**src/rtl/frame_strobe_ctrl_pkg.sv**
```systemverilog
// Shared definitions for the column frame-strobe controller.
// Contents:
//   state_e       - controller phase (IDLE/SETUP/STROBE/HOLD)
//   COL_*/FRAME_* - bit positions of the column select and frame index in FrameAddr
//   BROADCAST_COL - column code that addresses every column when broadcast is enabled
//   cnt_width()   - width of the phase down-counter for a given set of phase lengths
package frame_cfg_pkg;

  typedef enum logic [1:0] {
    IDLE   = 2'd0,
    SETUP  = 2'd1,
    STROBE = 2'd2,
    HOLD   = 2'd3
  } state_e;

  localparam int COL_MSB       = 31;
  localparam int COL_LSB       = 27;
  localparam int FRAME_IDX_MSB = 4;
  localparam int FRAME_IDX_LSB = 0;

  localparam logic [4:0] BROADCAST_COL = 5'b11111;

  // clog2(max(a,b,c)+1), never less than one bit.
  function automatic int cnt_width(input int a, input int b, input int c);
    int m;
    m = a;
    if (b > m) m = b;
    if (c > m) m = c;
    return ($clog2(m + 1) < 1) ? 1 : $clog2(m + 1);
  endfunction

endpackage

```
**src/rtl/frame_strobe_ctrl_if.sv**
```systemverilog
// Request/strobe bundle between the configuration word loader and one
// column's frame-strobe controller.
// Signals:
//   FrameAddr   - [31:27] column select, [4:0] frame index
//   req_valid   - request present, FrameAddr valid while high
//   req_ready   - controller idle; a transfer happens on req_valid && req_ready
//   FrameStrobe - registered one-hot strobe to the column terminal tile
//   busy        - controller is in any phase other than IDLE
//   err         - one-cycle pulse after an in-column request with a bad frame index
//   state       - current controller phase, for observation
// Modports: master = loader side, slave = controller side.
interface frame_strobe_ctrl_if #(
  parameter int MaxFramesPerCol = 20
);
  import frame_cfg_pkg::*;

  logic [31:0]                FrameAddr;
  logic                       req_valid;
  logic                       req_ready;
  logic [MaxFramesPerCol-1:0] FrameStrobe;
  logic                       busy;
  logic                       err;
  state_e                     state;

  modport master (
    output FrameAddr, req_valid,
    input  req_ready, FrameStrobe, busy, err, state
  );

  modport slave (
    input  FrameAddr, req_valid,
    output req_ready, FrameStrobe, busy, err, state
  );
endinterface

```
**src/rtl/frame_strobe_ctrl_phase_timer.sv**
```systemverilog
// frame_phase_timer: loadable down-counter shared by the SETUP, STROBE and
// HOLD phases. A load takes priority; otherwise the count decrements and
// parks at zero.
// Ports:
//   clk, reset - clock and synchronous active-high reset (count -> 0)
//   load       - load load_val this cycle
//   load_val   - value to load
//   count      - current count
//   zero       - count == 0
module frame_phase_timer #(
  parameter int W = 1
) (
  input  logic         clk,
  input  logic         reset,
  input  logic         load,
  input  logic [W-1:0] load_val,
  output logic [W-1:0] count,
  output logic         zero
);

  always_ff @(posedge clk) begin
    if (reset) begin
      count <= '0;
    end else if (load) begin
      count <= load_val;
    end else if (count != '0) begin
      count <= count - W'(1);
    end
  end

  assign zero = (count == '0);

endmodule

```
**src/rtl/frame_strobe_ctrl.sv**
```systemverilog
// frame_strobe_ctrl: column-level frame-strobe generator feeding the
// terminal tile of one fabric column. Accepts a frame-write request, checks
// the column select against Col, and emits a one-hot FrameStrobe pulse with
// SetupCycles of lead-in and HoldCycles of spacing after it.
// Ports:
//   CLK   - configuration clock
//   reset - synchronous active-high reset; truncates any in-flight strobe
//   bus   - frame_strobe_ctrl_if.slave (request handshake, strobe, status)
// Handshake: a request transfers on the rising edge where req_valid and
//   req_ready are both high; req_ready is high exactly in IDLE, and
//   req_valid/FrameAddr are ignored at any other time.
// Build option: FRAME_STROBE_BROADCAST_EN makes column code 5'b11111 match
//   every instance; without it that code matches nothing.
module frame_strobe_ctrl
  import frame_cfg_pkg::*;
#(
  parameter int MaxFramesPerCol  = 20,
  parameter int FrameSelectWidth = 5,
  parameter int Col              = 0,
  parameter int SetupCycles      = 1,
  parameter int StrobeCycles     = 1,
  parameter int HoldCycles       = 1
) (
  input logic                CLK,
  input logic                reset,
  frame_strobe_ctrl_if.slave bus
);

  localparam int CW = cnt_width(SetupCycles, StrobeCycles, HoldCycles);

  // The timer reaches zero in the last cycle of a phase, so each phase
  // loads its length minus one.
  localparam logic [CW-1:0] SETUP_LD  = CW'((SetupCycles > 0) ? SetupCycles - 1 : 0);
  localparam logic [CW-1:0] STROBE_LD = CW'(StrobeCycles - 1);
  localparam logic [CW-1:0] HOLD_LD   = CW'((HoldCycles > 0) ? HoldCycles - 1 : 0);

  state_e                     state_q, state_n;
  logic [4:0]                 idx_q, idx_n;
  logic                       err_q, err_n;
  logic [MaxFramesPerCol-1:0] strobe_q;

  logic                        tmr_load;
  logic [CW-1:0]               tmr_val;
  logic [CW-1:0]               tmr_count_unused;
  logic                        tmr_zero;

  logic                        hs;
  logic [FrameSelectWidth-1:0] col_field;
  logic [4:0]                  idx_field;
  logic                        col_hit;
  logic                        idx_ok;
  logic                        unused_addr_bits;

  assign hs        = bus.req_valid && (state_q == IDLE);
  assign col_field = bus.FrameAddr[COL_MSB:COL_LSB];
  assign idx_field = bus.FrameAddr[FRAME_IDX_MSB:FRAME_IDX_LSB];
  assign idx_ok    = (32'(idx_field) < 32'(MaxFramesPerCol));
  assign unused_addr_bits = ^bus.FrameAddr[COL_LSB-1:FRAME_IDX_MSB+1];

`ifdef FRAME_STROBE_BROADCAST_EN
  assign col_hit = (col_field == FrameSelectWidth'(Col)) || (col_field == BROADCAST_COL);
`else
  // The broadcast code is reserved, so it must not match even an instance
  // built with Col=31.
  assign col_hit = (col_field == FrameSelectWidth'(Col)) && (col_field != BROADCAST_COL);
`endif

  frame_phase_timer #(.W(CW)) u_timer (
    .clk      (CLK),
    .reset    (reset),
    .load     (tmr_load),
    .load_val (tmr_val),
    .count    (tmr_count_unused),
    .zero     (tmr_zero)
  );

  always_comb begin
    state_n  = state_q;
    idx_n    = idx_q;
    err_n    = 1'b0;
    tmr_load = 1'b0;
    tmr_val  = '0;
    case (state_q)
      IDLE: begin
        if (hs) begin
          idx_n = idx_field;
          if (col_hit) begin
            if (!idx_ok) begin
              err_n = 1'b1;
            end else if (SetupCycles > 0) begin
              state_n  = SETUP;
              tmr_load = 1'b1;
              tmr_val  = SETUP_LD;
            end else begin
              state_n  = STROBE;
              tmr_load = 1'b1;
              tmr_val  = STROBE_LD;
            end
          end
        end
      end
      SETUP: begin
        if (tmr_zero) begin
          state_n  = STROBE;
          tmr_load = 1'b1;
          tmr_val  = STROBE_LD;
        end
      end
      STROBE: begin
        if (tmr_zero) begin
          if (HoldCycles > 0) begin
            state_n  = HOLD;
            tmr_load = 1'b1;
            tmr_val  = HOLD_LD;
          end else begin
            state_n = IDLE;
          end
        end
      end
      HOLD: begin
        if (tmr_zero) state_n = IDLE;
      end
      default: state_n = IDLE;
    endcase
  end

  always_ff @(posedge CLK) begin
    if (reset) begin
      state_q  <= IDLE;
      idx_q    <= '0;
      err_q    <= 1'b0;
      strobe_q <= '0;
    end else begin
      state_q <= state_n;
      idx_q   <= idx_n;
      err_q   <= err_n;
      // Strobe is registered from the next state so it is high exactly
      // during the STROBE cycles and can never glitch.
      if (state_n == STROBE) strobe_q <= {{(MaxFramesPerCol-1){1'b0}}, 1'b1} << idx_n;
      else                   strobe_q <= '0;
    end
  end

  assign bus.req_ready   = (state_q == IDLE);
  assign bus.busy        = (state_q != IDLE);
  assign bus.err         = err_q;
  assign bus.FrameStrobe = strobe_q;
  assign bus.state       = state_q;

endmodule

```
**src/flat_wrapper.sv**
```systemverilog
// flat-port wrapper written by rule: the top's interface ports become plain ports
module frame_strobe_ctrl_flat import frame_cfg_pkg::*;
#(
  parameter int MaxFramesPerCol  = 20,
  parameter int FrameSelectWidth = 5,
  parameter int Col              = 0,
  parameter int SetupCycles      = 1,
  parameter int StrobeCycles     = 1,
  parameter int HoldCycles       = 1
)
  (CLK, reset, bus_FrameAddr, bus_req_valid, bus_req_ready, bus_FrameStrobe, bus_busy, bus_err, bus_state);
  frame_strobe_ctrl_if #(.MaxFramesPerCol(MaxFramesPerCol)) bus_i ();
  input logic CLK;
  input logic reset;
  input wire logic [$bits(bus_i.FrameAddr)-1:0] bus_FrameAddr;
  input wire logic [$bits(bus_i.req_valid)-1:0] bus_req_valid;
  output wire logic [$bits(bus_i.req_ready)-1:0] bus_req_ready;
  output wire logic [$bits(bus_i.FrameStrobe)-1:0] bus_FrameStrobe;
  output wire logic [$bits(bus_i.busy)-1:0] bus_busy;
  output wire logic [$bits(bus_i.err)-1:0] bus_err;
  output wire logic [$bits(bus_i.state)-1:0] bus_state;
  assign bus_i.FrameAddr = bus_FrameAddr;
  assign bus_i.req_valid = bus_req_valid;
  assign bus_req_ready = bus_i.req_ready;
  assign bus_FrameStrobe = bus_i.FrameStrobe;
  assign bus_busy = bus_i.busy;
  assign bus_err = bus_i.err;
  assign bus_state = bus_i.state;
  frame_strobe_ctrl #(.MaxFramesPerCol(MaxFramesPerCol), .FrameSelectWidth(FrameSelectWidth), .Col(Col), .SetupCycles(SetupCycles), .StrobeCycles(StrobeCycles), .HoldCycles(HoldCycles)) u_core (.CLK(CLK), .reset(reset), .bus(bus_i));
endmodule
```
**config.mk**
```make
export PLATFORM = sky130hd
export DESIGN_NAME = frame_strobe_ctrl_flat
export DESIGN_NICKNAME = d
export VERILOG_FILES = /design/src/rtl/frame_strobe_ctrl_pkg.sv /design/src/rtl/frame_strobe_ctrl_if.sv /design/src/rtl/frame_strobe_ctrl_phase_timer.sv /design/src/rtl/frame_strobe_ctrl.sv /design/src/flat_wrapper.sv
export SDC_FILE = /design/constraint.sdc
export NUM_CORES = 1
export LEC_CHECK = 0
export CAP_MARGIN = 20
export CORE_ASPECT_RATIO = 0.6
export CORE_MARGIN = 2
export CORE_UTILIZATION = 40
export CTS_BUF_LIST = sky130_fd_sc_hd__clkbuf_4
export CTS_CLUSTER_DIAMETER = 200
export DETAILED_ROUTE_END_ITERATION = 6
export HOLD_SLACK_MARGIN = 0.05
export PLACE_DENSITY = 0.81
export SLEW_MARGIN = 20
export SYNTH_ARGS = -nofsm -noshare
export SYNTH_HDL_FRONTEND = slang
export SYNTH_SLANG_ARGS = --single-unit
```
**constraint.sdc**
```tcl
create_clock -name CLK -period 2.3 [get_ports CLK]
set_input_delay 0.69 -clock CLK [delete_from_list [all_inputs] [get_ports CLK]]
set_output_delay 0.69 -clock CLK [all_outputs]
set_load 0.01 [all_outputs]
```
==> results of run 1 <==
Yosys cell counts (all sizes together) (4+ instances only):
library cell,number
inv,4
nor3,21
o21ai,4
mux2i,4
nand2,13
dfxtp,29
nor2,9
ha,5
what timing repair did:
item / in CTS / in global routing
gates resized for setup: 7 / 3
hold endpoints to repair: 0 / 0
setup endpoints to repair: 2 / 2
cell families after synthesis:
family                     synth area share
DFF                                   0.508
buffers and inverters                0.0361
adders and majority gates            0.0547
and+or+nand+nor                       0.248
other                               0.00328
AOI/OAI and AO/OA                    0.0919
muxes                                0.0580
metrics by stage:
stage / cell area (um^2) / util
after global placement: 1590 / 0.610
after CTS: 1670 / 0.638
final: 1670 / 0.641
after global routing: 1670 / 0.641
after detailed placement: 1590 / 0.610
after floorplan: 1140 / -
flip-flops by register name, summed over array words and instances (netlist names):
register and count:
u_core.u_timer.count 1, u_core.bus.FrameStrobe 20, u_core.bus.state 2, u_core.bus.err 1, u_core.idx_q 5
worst min path at each step:
stage / start / end / slack [ns]
5_1_grt: u_core.idx_q[1]$_SDFF_PP0_ / u_core.idx_q[1]$_SDFF_PP0_ / 0.54
4_1_cts: u_core.idx_q[1]$_SDFF_PP0_ / u_core.idx_q[1]$_SDFF_PP0_ / 0.52
3_5_place_dp: u_core.idx_q[1]$_SDFF_PP0_ / u_core.idx_q[1]$_SDFF_PP0_ / 0.51
3_3_place_gp: u_core.idx_q[1]$_SDFF_PP0_ / u_core.idx_q[1]$_SDFF_PP0_ / 0.49
2_1_floorplan: u_core.idx_q[1]$_SDFF_PP0_ / u_core.idx_q[1]$_SDFF_PP0_ / 0.47
6_report: u_core.idx_q[1]$_SDFF_PP0_ / u_core.idx_q[1]$_SDFF_PP0_ / 0.52
report_power, final:
part | total [W] | leakage [nW] | switching, W | internal [W]
Clock | 0.000293 | 0.0310 | 0.000178 | 0.000115
Combinational | 0.000109 | 0.382 | 0.0000545 | 0.0000543
Sequential | 0.000514 | 0.236 | 0.00000659 | 0.000507
metal layers:
metal  vias up  global-route usage  share of wire
met2        35               0.281           0.45
met1       459               0.224           0.46
met4         0              0.0778          0.015
met5         -                   0              0
met3         5              0.0730          0.075
li1        507                   -              -
area by class of cell:
cell class,count,area [um^2],share of cell area
inverters,4,17.5,0.0105
flip-flops and latches,29,588,0.352
clock buffers,5,37.5,0.0224
clock inverters,3,17.5,0.0105
repair buffers,44,438,0.262
well taps,32,40.0,0.0239
multi-input cells,80,534,0.319
worst max-delay path, cell delays in order, from the launching register on:
cell,delay [ns]
dfxtp_4,0.38
inv_2,0.10
ha_4,0.18
clkdlybuf4s50_1,0.54
==> summary.md, run 1 <==
| Metric | Value |
|---|---|
| Status | complete, no violations |
| Die span in x | between 70 and 80 um |
| Mapped cell area | between 1000 and 1500 um^2 |
| Hold path depth | 2 |
| Number of vias per cell | roughly 5 |
| Primary FF master, synth | dfxtp_1 |
| FF-to-FF setup slack | 0.34 ns |
| Hold Fails Final Rpt | 0 |
| Fmax | ~450 MHz |
| Fillers | 200 |
| Yosys top cell area share | 0.508 |
| Total track usage | 0.180 |
| Area leader, netlist | dfxtp_1 |
| Net Count, Synth | between 150 and 200 |
| Wire per inst | about 13 um |
| Vias in the first global route | 915 |
| Clk pin slew, worst setup/hold paths | ~0.090 ns |
| Period minus WS final | around 2.2 ns |
| Worst Setup SP | u_core.bus.state[1]$_SDFF_PP0_ |
| Crit-path max FO | 8 |
| Clk root buf | clkbuf_4 |
| Clock Latency Late Sink | ~0.33 ns |
| Async S/R FF share, synth | 0 |
| Total number of vias | slightly above 1k |
| Initial antenna violation count | 0 |
| RD Place Congestion | 0.892 |
| Row Count | 14 |
| Number of iterations in the first detailed-routing pass | 4 |
| Worst Setup Start Kind | register |
| Global-route wire length before repair | 4.18 mm |
| Clk sink count | 29 |
| H-tree depth | 2 |
| Clock Tree Buf Depth | 2 |
| Reg-to-Reg Start | u_core.bus.state[0]$_SDFF_PP0_ |
| Lkg Pwr | roughly 0.65 nW |
| PortBufs | 37 |
| Max cap viols | 0 |
| Slew @ Worst Pin | ~0.67 ns |
| Commonest non-fill, non-tap cell in the layout | clkdlybuf4s50_1 |
| Inst Count DP | between 150 and 200 |
| Ranking of synthesized cells by area | dfxtp_1 (51%), nor3_1 (9.2%), ha_1 (5.5%) |
| Number of enable flip-flop cells after synthesis | 0 |
| Synth unique cells | 32 |
| Slew Limit Fails | 0 |
| Seq/Total Area, Yosys | 0.508 |
| Crit path to | bus_req_ready |
| Final cycle utilization of the critical path | 0.965 |
| Largest net degree at the start of global routing | 21 |
| Total CTS buffers | 5 |
| Warnings from Yosys | 0 |
| Mapped Avg Cell Area | 9.86 um^2 |
| Worst min path class | register to register |
| PD cells | roughly 550 nW/um^2 |
| Core box area | approximately 2600 um^2 |
| Final-stage net count | 204 |
| Setup Buffers After CTS | 0 |
| Hold buffers post-CTS | 0 |
| RSZ-0062 raised after global routing | false |
| DRC viols | 0 |
| Yosys reg bits | 29 |
| Setup TNS | 0 ns |
| Ant diodes | 0 |
| Final setup fails | 0 |
| VDD IR max | 0.267 mV |
| CTS tree | done |
| DRT iter0 DRCs | 46 |
| Place WS | -0.00227 ns |
| Routed Antenna Nets | 0 |
| Die area | 3320 um^2 |
| FF-to-FF path depth | 7 |
| Die Y | between 40 and 50 um |
| Final cell count without fillers | between 150 and 200 |
| Setup Skew | approximately 0.0073 ns |
| Worst EP required | about 1.6 ns |
| RR Endpoint | u_core.bus.FrameStrobe[13]$_SDFF_PP0_ |
| Worst setup margin | around 0.08 ns |
| Layout area overhead | 46.3% |
| Total gr overflow | 0 |
| CP Data Arrival Time | around 1.5 ns |
| # IOs | 60 |
| Gate Count Post-Synth | about 120 |
| Crit end category | output pin |
| Total Wirelength | ~2.7 mm |
| Worst hold slack | roughly 0.52 ns |
| Starting Density | 0.438 |
| Worst relative slew slack | 0.543 |
| Overall power | about 0.00092 W |
| Final HPWL DP | 2.09 mm |
| Most frequent cells in the layout | clkdlybuf4s50_1 (36), dfxtp_1 (27), nor3_1 (21) |
| Crit path kind | register to output pin |
| Share of cells above drive strength 1 | 0.176 |
No activity file was read; power rests on OpenSTA's default activity.
==> inputs of run 2 (changes only) <==
CTS_CLUSTER_DIAMETER = unset   (was 200)
==> results of run 2 <==
The final DEF is identical to that of run 1; final timing and power are the same.
==> inputs of run 3 (changes only) <==
RECOVER_POWER = 50   (was unset)
SKIP_LAST_GASP = 1   (was unset)
clock period = 2.53 ns   (was 2.3 ns; I/O delays follow)
==> summary.md, run 3 (synthesis gave the netlist of run 1 again) <==
| Metric | Value |
|---|---|
| Hold Fails Final Rpt | 0 (unchanged) |
| DRC viols | 0 (unchanged) |
| Initial antenna violation count | 0 (unchanged) |
| Critical Path Max Stage Delay | 0.56 ns (was 0.54 ns) |
| FF-to-FF path depth | 7 (unchanged) |
| Crit end category | output pin (unchanged) |
| Post-Layout Inst Area | 1620 um^2 (was 1670 um^2) |
| Wire per inst | 13.5 um (about the same) |
| RSZ-0062 raised after global routing | false (unchanged) |
| VDD IR max | 0.341 mV (was 0.267 mV) |
| Row Count | 14 (unchanged) |
| Global-route wire length before repair | 4.28 mm (was 4.18 mm) |
| Worst path slowest cell | clkdlybuf4s50_1 (unchanged) |
| Die Y | 45.4 um (unchanged) |
| CP Cell Sequence | inv_1 -> ha_2 -> clkdlybuf4s50_1 (was inv_2 -> ha_4 -> clkdlybuf4s50_1) |
| Starting Density | 0.438 (unchanged) |
| PD cells | 510 nW/um^2 (was 547 nW/um^2) |
| Setup TNS | 0 ns (unchanged) |
| Total track usage | 0.178 (was 0.180) |
| CTS tree | done (unchanged) |
| Commonest non-fill, non-tap cell in the layout | dfxtp_1 (was clkdlybuf4s50_1) |
| DRT iter0 DRCs | 54 (was 46) |
| Cell Int Power | 0.000623 W (was 0.000676 W) |
| Core box area | 2610 um^2 (unchanged) |
| Slew @ Worst Pin | 0.805 ns (was 0.669 ns) |
| Setup Skew | 0.00706 ns (was 0.00728 ns) |
| Most frequent cells in the layout | dfxtp_1 (27), dlygate4sd3_1 (22), nor3_1 (21) (was clkdlybuf4s50_1 (36), dfxtp_1 (27), nor3_1 (21)) |
| Seq pwr share | 0.566 (was 0.561) |
| Clk root buf | clkbuf_4 (unchanged) |
| Fmax | between 400 and 500 MHz |
| Clock Tree Buf Depth | 2 (unchanged) |
| Max cap viols | 0 (unchanged) |
| Ant diodes | 0 (unchanged) |
| Clk pin slew, worst setup/hold paths | 0.09 ns (about the same) |
| Period minus WS final | roughly 2.4 ns |
| Final setup fails | 0 (unchanged) |
| Clk sink count | 29 (unchanged) |
| Lkg Pwr | 0.684 nW (was 0.650 nW) |
| Total number of vias | 991 (was 1006) |
| Worst min path class | register to register (unchanged) |
| Clock Latency Late Sink | 0.32 ns (was 0.33 ns) |
| Number of iterations in the first detailed-routing pass | 4 (unchanged) |
| Net Sw Frac | 0.247 (was 0.261) |
| Total gr overflow | 0 (unchanged) |
| RD Place Congestion | 0.875 (was 0.892) |
| Vias in the first global route | 926 (was 915) |
| Die span in x | 73.0 um (unchanged) |
| Worst Path Buf+Inv | 2 (unchanged) |
| Worst hold slack | 0.516 ns (was 0.524 ns) |
| Sw Pwr | 0.000204 W (was 0.000239 W) |
| Die area | 3320 um^2 (unchanged) |
| Worst relative slew slack | 0.450 (was 0.543) |
| H-tree depth | 2 (unchanged) |
| Final HPWL DP | 1.99 mm (was 2.09 mm) |
| Total Wirelength | 2.60 mm (was 2.65 mm) |
| Max reg flops | 20 (unchanged) |
| # IOs | 60 (unchanged) |
| Setup Buffers After CTS | 0 (unchanged) |
| Share of cells above drive strength 1 | 0.137 (was 0.176) |
| Routed Antenna Nets | 0 (unchanged) |
| Status | complete, no violations (unchanged) |
| Overall power | 0.000827 W (was 0.000916 W) |
| Comb power frac | 0.111 (was 0.119) |
| Final-stage net count | 200 (was 204) |
| Crit-path max FO | 8 (unchanged) |
| Slew Limit Fails | 0 (unchanged) |
| CP delay by family, top | buffers and inverters (unchanged) |
| Hold path depth | 2 (unchanged) |
| Largest net degree at the start of global routing | 21 (unchanged) |
| Worst Setup Start Kind | register (unchanged) |
| Inst Count DP | 185 (was 189) |
| Worst path depth | 3 (unchanged) |
| CP Data Arrival Time | 1.68 ns (was 1.53 ns) |
| Layout area overhead | 41.7% (was 46.3%) |
| Final cycle utilization of the critical path | 0.962 |
| Clock network power share | 0.323 (was 0.320) |
| PortBufs | 37 (unchanged) |
| Final cell count without fillers | 193 (was 197) |
| Placed cell area | 1560 um^2 (was 1590 um^2) |
| Number of vias per cell | 5.13 (was 5.11) |
| Crit path kind | register to output pin (unchanged) |
| Total CTS buffers | 5 (unchanged) |
| Worst EP required | 1.77 ns (was 1.61 ns) |
==> run 3: changes by cell type in the layout (fill, tap and decap cells not counted), moves of 2 or more <==
cell and change:
inv_1 +2, buf_4 -4, dfxtp_4 -2, clkdlybuf4s50_1 -21, dfxtp_2 +2, dlygate4sd3_1 +22
==> run 3: timing repair <==
| action | CTS | global route |
|---|---|---|
| hold buffers | 0 | 0 |
| endpoints found under the setup margin | 2 | 2 |
| gates resized for setup | 2 | 1 |
==> run 3: metrics by stage <==
step | utilization | setup WS (ns)
2_1_floorplan | - | 0.691
3_3_place_gp | 0.599 | 0.140
3_5_place_dp | 0.599 | 0.106
4_1_cts | 0.621 | 0.0534
5_1_grt | 0.621 | 0.0145
6_report | 0.621 | 0.0957
==> run 3: power groups by stage <==
stage / clock network [W] / registers (W) / logic [W]
after CTS: 0.000275 / 0.000468 / 0.0000923
after detailed placement: 0 / 0.000479 / 0.0000916
after global placement: 0 / 0.000478 / 0.0000884
after global routing: 0.000293 / 0.000469 / 0.000101
after floorplan: 0 / 0.000478 / 0.0000527
final: 0.000267 / 0.000468 / 0.0000916
==> run 3: final timing paths <==
kind                                                startpoint                                    end  slack [ns]
worst min-delay path                u_core.idx_q[1]$_SDFF_PP0_             u_core.idx_q[1]$_SDFF_PP0_        0.52
worst max register to register  u_core.bus.state[0]$_SDFF_PP0_  u_core.bus.FrameStrobe[14]$_SDFF_PP0_        0.33
worst min register to register      u_core.idx_q[1]$_SDFF_PP0_             u_core.idx_q[1]$_SDFF_PP0_        0.52
worst max-delay path            u_core.bus.state[0]$_SDFF_PP0_                          bus_req_ready         0.1
==> run 3: cell type report <==
cell class                 count  area, um^2
timing repair buffer          40         405
tap                           32        40.0
clock buffer                   6        45.0
multi-input combinational     80         522
sequential                    29         583
clock inverter                 2        10.0
inverter                       4        15.0
fill                         206         990
==> run 3: per-layer routing <==
metal,wire [um],global-route usage,vias to the layer above
li1,-,-,502
met2,1120,0.274,32
met5,0,0,-
met3,220,0.0642,9
met1,1200,0.223,448
met4,59,0.0926,0
==> run 3: worst register-to-register path: cells and delay by family, from the launching register on <==
family                   cells  cell delay [ns]
AO/OA/AOI/OAI                2             0.86
flip-flops                   1             0.37
buffers and inverters        2             0.30
AND/OR/NAND/NOR              2             0.28
adder cells (fa/ha/maj)      1             0.27
